## src/rtl/spike_event_encoder.sv

```systemverilog
// Timestamps spike activity from the LIF network and buffers events in a FIFO
// behind a valid/ready stream, counting any events lost to a full buffer.
module spike_event_encoder #(
    parameter int unsigned TS_W   = 8,
    parameter int unsigned DEPTH  = 8,
    parameter int unsigned DROP_W = 8
) (
    input  logic                       clk,
    input  logic                       reset,
    input  logic                       enable,
    input  logic [3:0]                 spike_in,
    input  logic                       out_ready,
    input  logic                       clear_ovf,
    output logic                       out_valid,
    output logic [TS_W+4:0]            out_data,
    output logic [$clog2(DEPTH):0]     fifo_level,
    output logic                       overflow,
    output logic [DROP_W-1:0]          drop_count
);

    localparam int unsigned AW = $clog2(DEPTH);
    localparam int unsigned EW = TS_W + 5;

    logic [TS_W-1:0] ts;
    logic [EW-1:0]   mem [DEPTH];
    logic [AW-1:0]   wr_ptr;
    logic [AW-1:0]   rd_ptr;
    logic            ts_last;
    logic            full;
    logic            push_req;
    logic            pop;
    logic            accept;
    logic            drop;

    assign ts_last  = (ts == '1);
    assign full     = (fifo_level == (AW+1)'(DEPTH));
    assign push_req = enable && ((spike_in != 4'b0000) || ts_last);
    assign out_valid = (fifo_level != '0);
    assign pop      = out_valid && out_ready;
    // A full FIFO still accepts a push when the head leaves on the same edge.
    assign accept   = push_req && (!full || pop);
    assign drop     = push_req && full && !pop;

    assign out_data = out_valid ? mem[rd_ptr] : '0;

    always_ff @(posedge clk) begin
        if (accept) begin
            mem[wr_ptr] <= {ts_last, spike_in, ts};
        end
    end

    always_ff @(posedge clk or negedge reset) begin
        if (!reset) begin
            ts         <= '0;
            wr_ptr     <= '0;
            rd_ptr     <= '0;
            fifo_level <= '0;
            overflow   <= 1'b0;
            drop_count <= '0;
        end else begin
            if (enable) begin
                ts <= ts + 1'b1;
            end
            if (accept) begin
                wr_ptr <= wr_ptr + 1'b1;
            end
            if (pop) begin
                rd_ptr <= rd_ptr + 1'b1;
            end
            if (accept && !pop) begin
                fifo_level <= fifo_level + 1'b1;
            end else if (pop && !accept) begin
                fifo_level <= fifo_level - 1'b1;
            end
            // A drop on the clearing edge takes priority and counts as the first drop.
            if (drop) begin
                overflow <= 1'b1;
                if (clear_ovf) begin
                    drop_count <= DROP_W'(1);
                end else if (drop_count != '1) begin
                    drop_count <= drop_count + 1'b1;
                end
            end else if (clear_ovf) begin
                overflow   <= 1'b0;
                drop_count <= '0;
            end
        end
    end

endmodule
```

## config.mk

```make
export PLATFORM = sky130hd
export DESIGN_NAME = spike_event_encoder
export DESIGN_NICKNAME = d
export VERILOG_FILES = /design/src/rtl/spike_event_encoder.sv
export SDC_FILE = /design/constraint.sdc
export NUM_CORES = 1
export LEC_CHECK = 0
export CAP_MARGIN = 30
export CORE_UTILIZATION = 40
export DETAILED_ROUTE_END_ITERATION = 10
export HOLD_SLACK_MARGIN = 0.05
export MAX_ROUTING_LAYER = met4
export SYNTH_ARGS = -nofsm -noshare
export SYNTH_HDL_FRONTEND = slang
export SYNTH_SLANG_ARGS = --single-unit
```

## constraint.sdc

```tcl
create_clock -name clk -period 3.44 [get_ports clk]
set_input_delay 0.688 -clock clk [delete_from_list [all_inputs] [get_ports clk]]
set_output_delay 0.688 -clock clk [all_outputs]
set_load 0.01 [all_outputs]
```

After elaboration in Yosys (flattened, before gate mapping)
Memory sizes are Yosys's and may differ from the RTL's.
Cells that the tools add are included.
{"block": "totals", "regBits": 27, "ram_bits": 104, "inputBits": 9, "output_inout_bits": 27, "word_cells": 45, "n_memories": 1}
{"block": "op_classes", "addsub": 6, "eq_ne": 3, "muxes": 11, "n_reduce_logical": 18}
{"name": "mem", "words": 8, "word_bits": 13, "read_ports": 1, "rd_ports_with_merged_regs": 0, "wr": 1, "line_no": "25", "source": "logic [EW-1:0] mem [DEPTH];"}
{"cell": "8-bit 2-to-1 mux", "count": 4}
{"cell": "8-bit by 1-bit adder with 8-bit output (second input constant)", "count": 2}
{"cell": "13-bit 2-to-1 mux", "count": 1}
{"cell": "8-bit == test (second input constant)", "count": 1}
{"cell": "4-bit 2-to-1 mux", "count": 2}
{"cell": "8-bit != test (second input constant)", "count": 1}
{"cell": "4-bit nonzero test", "count": 2}
{"cell": "1-bit logical AND", "count": 7}
{"cell": "3-bit by 1-bit adder with 3-bit output (second input constant)", "count": 2}
{"cell": "2-bit nonzero test", "count": 3}
{"cell": "4-bit by 1-bit adder with 4-bit output (second input constant)", "count": 1}
{"cell": "4-bit == test (second input constant)", "count": 1}
{"cell": "1-bit 2-to-1 mux", "count": 4}
{"cell": "4-bit by 1-bit subtractor with 4-bit output (second input constant)", "count": 1}
{"cell": "1-bit logical NOT", "count": 3}
{"cell": "1-bit logical OR", "count": 2}
{"cell": "2-bit AND reduction", "count": 1}

Depth between registers and ports, before layout
Gate-level depths: netlist of the first run.
{"block": "logic_depth", "word_depth": 8, "ltp_mapped": 12}

Least setup slack after synthesis of the first run
OpenSTA, ideal clock, no wires.
{"block": "synth_path", "path_type": "input to register", "from": "input port enable", "to": "memory mem[0][0] (netlist name), enable pin", "setup_ns": 0.417, "arrival_time_ns": 2.773, "required_time_ns": 3.023, "setup_slack_ns": 0.250, "stages": 5, "path_buffers": 1, "cell_sequence": "buf_2 -> nand4_1 -> o21ai_1 -> nand2_1 -> nor4_1"}
{"block": "synth_via", "elab_chain_cells": 4}
{"item": "from (decl)", "line_no": "10", "source": "input logic enable,"}
{"item": "1-bit logical AND", "line_no": "37", "source": "assign push_req = enable && ((spike_in != 4'b0000) || ts_last);"}
{"item": "1-bit logical AND", "line_no": "41", "source": "assign accept = push_req && (!full || pop);"}
{"item": "1-bit 2-to-1 mux", "line_no": "47", "source": "if (accept) begin"}
{"item": "1-bit 2-to-1 mux (not written as such)", "line_no": "48", "source": "mem[wr_ptr] <= {ts_last, spike_in, ts};"}
{"item": "to (decl)", "line_no": "25"}
No other way between the ends.

Worst setup path after layout of the first run
{"block": "layout_path", "from": "register rd_ptr[0]", "to": "output port out_data[7]"}
{"block": "layout_via", "elab_chain_cells": 2}
{"item": "from (decl)", "line_no": "27", "source": "logic [AW-1:0] rd_ptr;"}
{"item": "from (signal assigned)", "line_no": "68", "source": "rd_ptr <= rd_ptr + 1'b1;"}
{"item": "memory read 8 x 13 bit"}
{"item": "13-bit 2-to-1 mux", "line_no": "44", "source": "assign out_data = out_valid ? mem[rd_ptr] : '0;"}
{"item": "to (decl)", "line_no": "15", "source": "output logic [TS_W+4:0] out_data,"}
No other way between the ends.

==> impl_metrics.yaml, run 1 <==
outcome:
  status: "completed"
pwr:
  p_leak_nw: 2.37
  vdd_drop_max_mv: 0.282
  p_sw_frac: 0.286
  p_int_mw: 4.21
  seqPwrFrac: 0.409
  p_switching_mw: 1.68
  power.share.clock: 0.295
  p_per_area_nw_per_um2: 880
  combinationalPowerShare: 0.297
synth:
  ys_ff_latch: 131
  synthAdderAreaFrac: 0.0200
  synthSimpleGateAreaFrac: 0.0613
  synthMuxAreaShare: 0.145
  synth_nets: 324
  synth_top_family_by_area: "multiplexers"
  syn_area_per_cell_sq_um: 17.5
  async_reset_ff_frac: 0.206
  synth_cells: 307
  ys_seq_area_frac: 0.705
  synthFlopType: "edfxtp_1"
  synth_xor_area_frac: 0.0228
  yosys_warnings: 0
  synth_edf_count: 104
  synth_area_sq_um: 5390
  ys_types: 41
  synth_compound_area_frac: 0.0300
worst_setup_path:
  worstSetupPathType: "reg -> out"
  worstPathArrival_ps: 2540
  cp_max_fo: 18
  startpoint_type: "flop"
  cp-end-kind: "output pin"
  crit_required_ps: 2750
timing:
  slew_viol_final: 0
  tightest_slew_ps: 580
  fmax_ghz: 0.310
  hold_violations: 0
  slew_headroom: 0.612
  fin_crit_sh: 0.939
  skew_ps: 7.00
  worst_hold_slack_ps: 559
  setup_violations: 0
  period_needed_ps: 3230
  rsz0062_at_grt: "no"
layout:
  antennaDiodeCount: 0
  final_cell_area_sq_um: 6690
  regArea_sq_um: 3800
  final_common_cell: "edfxtp_1"
  syn_to_final_growth_pct: 24.3
  final_core_util: 0.507
  fill_cells: 1080
  multi_input_comb_area_sq_um: 1540
  final_cell_mix: "edfxtp_1 (104), clkdlybuf4s50_1 (35), mux4_2 (26), dfrtp_1 (26), nor2_1 (25)"
  nets: 389
  drive_above_1_share: 0.234
clock_network:
  clockRootBuffer: "clkbuf_16"
  htreeDepth: 4
  cts_tree: "yes"
  clock_path_buffers: 2
  clk_latency_ps: 410
  cts_resized: 0
  postCtsSetupBuffers: 0
  hold_buffers: 0
  path_clk_slew_ps: 50
  cts_sinks: 131
  cts_buffers: 17
place:
  portBuffers: 35
  gp_congestion: 0.705
  placed_area_sq_um: 6120
  dp_hpwl_microns: 6590
detailed_routing:
  drt-vias-per-instance: 5.17
  routed_wl_microns: 10500
  wl_per_cell_microns: 18.7
  num_vias: 2899
  drt_iter0_markers: 192
  firstDrtPassIters: 4
  drc: 0
  drtAntennaViolNets: 0
die:
  die_height_microns: 118
  dieArea_sq_um: 13900
  rows: 42
  io_pins: 36
  fp.dieW_microns: 118
  start_util: 0.408
  coreArea_sq_um: 13200
min_path:
  hold_class: "reg -> reg"
global_route:
  grtUsageTotal: 0.171
  first_global_vias: 3038
  grt_antenna_before_repair: 0
  grt_pass1_wl_microns: 16800
  overflow: 0
  grt_max_degree: 28
flow_run:
  cap_violations: 0
final timing paths:
| check | startpoint | end | slack [ps] | cells after the start |
|---|---|---|---|---|
| hold / removal | overflow | overflow | 560 | 2 |
| min in group asynchronous | reset | drop_count[7] | 660 | 2 |
| setup / recovery | rd_ptr[0] | out_data[7] | 210 | 5 |
| max in group asynchronous | reset | rd_ptr[0] | 2480 | 2 |
| setup reg to reg | ts[0] | fifo_level[3] | 810 | 12 |
| hold reg to reg | overflow | overflow | 560 | 2 |
sequential cells by signal, summed over array words and instances (netlist names):
register	flops
mem	104
ts	8
drop_count	8
wr_ptr	3
overflow	1
fifo_level	4
rd_ptr	3
synthesized netlist by cell type (6+ instances only):
cell	count	area share
xnor2_1	11	0.018
mux4_2	26	0.11
mux2i_1	14	0.026
nand3_1	7	0.0065
clkbuf_1	6	0.0042
ha_1	7	0.016
inv_1	7	0.0049
dfrtp_1	27	0.13
edfxtp_1	104	0.58
nor2_1	25	0.017
nand2_1	10	0.0070
worst max-delay path, cell delays in order (launching register included):
cell and delay [ps]:
dfrtp_2 620, buf_12 250, mux4_2 520, mux2i_1 210, nor2_1 60, clkdlybuf4s50_1 470
power by group through the flow:
stage               registers [mW]  logic (mW)  clock network (mW)
floorplan                     2.32        1.11                   0
global placement              2.43        1.77                   0
detailed placement            2.44        1.79                   0
CTS                           2.41        1.80                1.77
global route                  2.46        1.90                1.83
finish                        2.41        1.75                1.74
layer usage:
metal	part of all wire	vias up	track usage	routed length (microns)
li1	-	1344	-	-
met1	0.47	1485	0.221	4880
met2	0.48	57	0.258	5050
met3	0.036	13	0.0514	374
met4	0.016	0	0.0569	164
met5	0	-	-	0
cell type report:
| type | count | share of cell area |
|---|---|---|
| clock buffer | 26 | 0.0746 |
| multi-input combinational | 157 | 0.230 |
| clock inverter | 6 | 0.0114 |
| inverter | 7 | 0.00393 |
| sequential | 131 | 0.568 |
| timing repair buffer | 58 | 0.0800 |
| tap | 176 | 0.0329 |
logic make-up after synthesis:
| kind of cell | Yosys count |
|---|---|
| compound gates | 23 |
| xor+xnor | 14 |
| fa+ha+maj | 8 |
| buf+inv | 19 |
| flops | 131 |
| mux | 45 |
| simple gates | 67 |
stage by stage:
step / setup slack, ps / TNS, ps / total power [mW] / std cells
after floorplan: 250 / 0 / 3.43 / 307
after global placement: -43.5 / -43.5 / 4.20 / 529
after detailed placement: -54.8 / -54.8 / 4.24 / 529
after CTS: 146 / 0 / 5.98 / 561
after global routing: 38.0 / 0 / 6.19 / 561
final: 210 / 0 / 5.89 / 561
(Power assumes the default switching activity.)
==> run 2: changes to the inputs <==
--- a/config.mk
+++ b/config.mk
@@ -10,6 +10,7 @@
 export DETAILED_ROUTE_END_ITERATION = 10
 export HOLD_SLACK_MARGIN = 0.05
 export MAX_ROUTING_LAYER = met4
+export SLEW_MARGIN = 0
 export SYNTH_ARGS = -nofsm -noshare
 export SYNTH_HDL_FRONTEND = slang
 export SYNTH_SLANG_ARGS = --single-unit
==> results of run 2 <==
Same layout as run 1: the final DEF is identical, and so are final timing and power.
==> run 3: changes to the inputs <==
--- a/config.mk
+++ b/config.mk
@@ -7,6 +7,7 @@
 export LEC_CHECK = 0
 export CAP_MARGIN = 30
 export CORE_UTILIZATION = 40
+export CTS_CLUSTER_SIZE = 25
 export DETAILED_ROUTE_END_ITERATION = 10
 export HOLD_SLACK_MARGIN = 0.05
 export MAX_ROUTING_LAYER = met4
==> results of run 3 <==
Same layout as run 1: the final DEF is identical, and so are final timing and power.
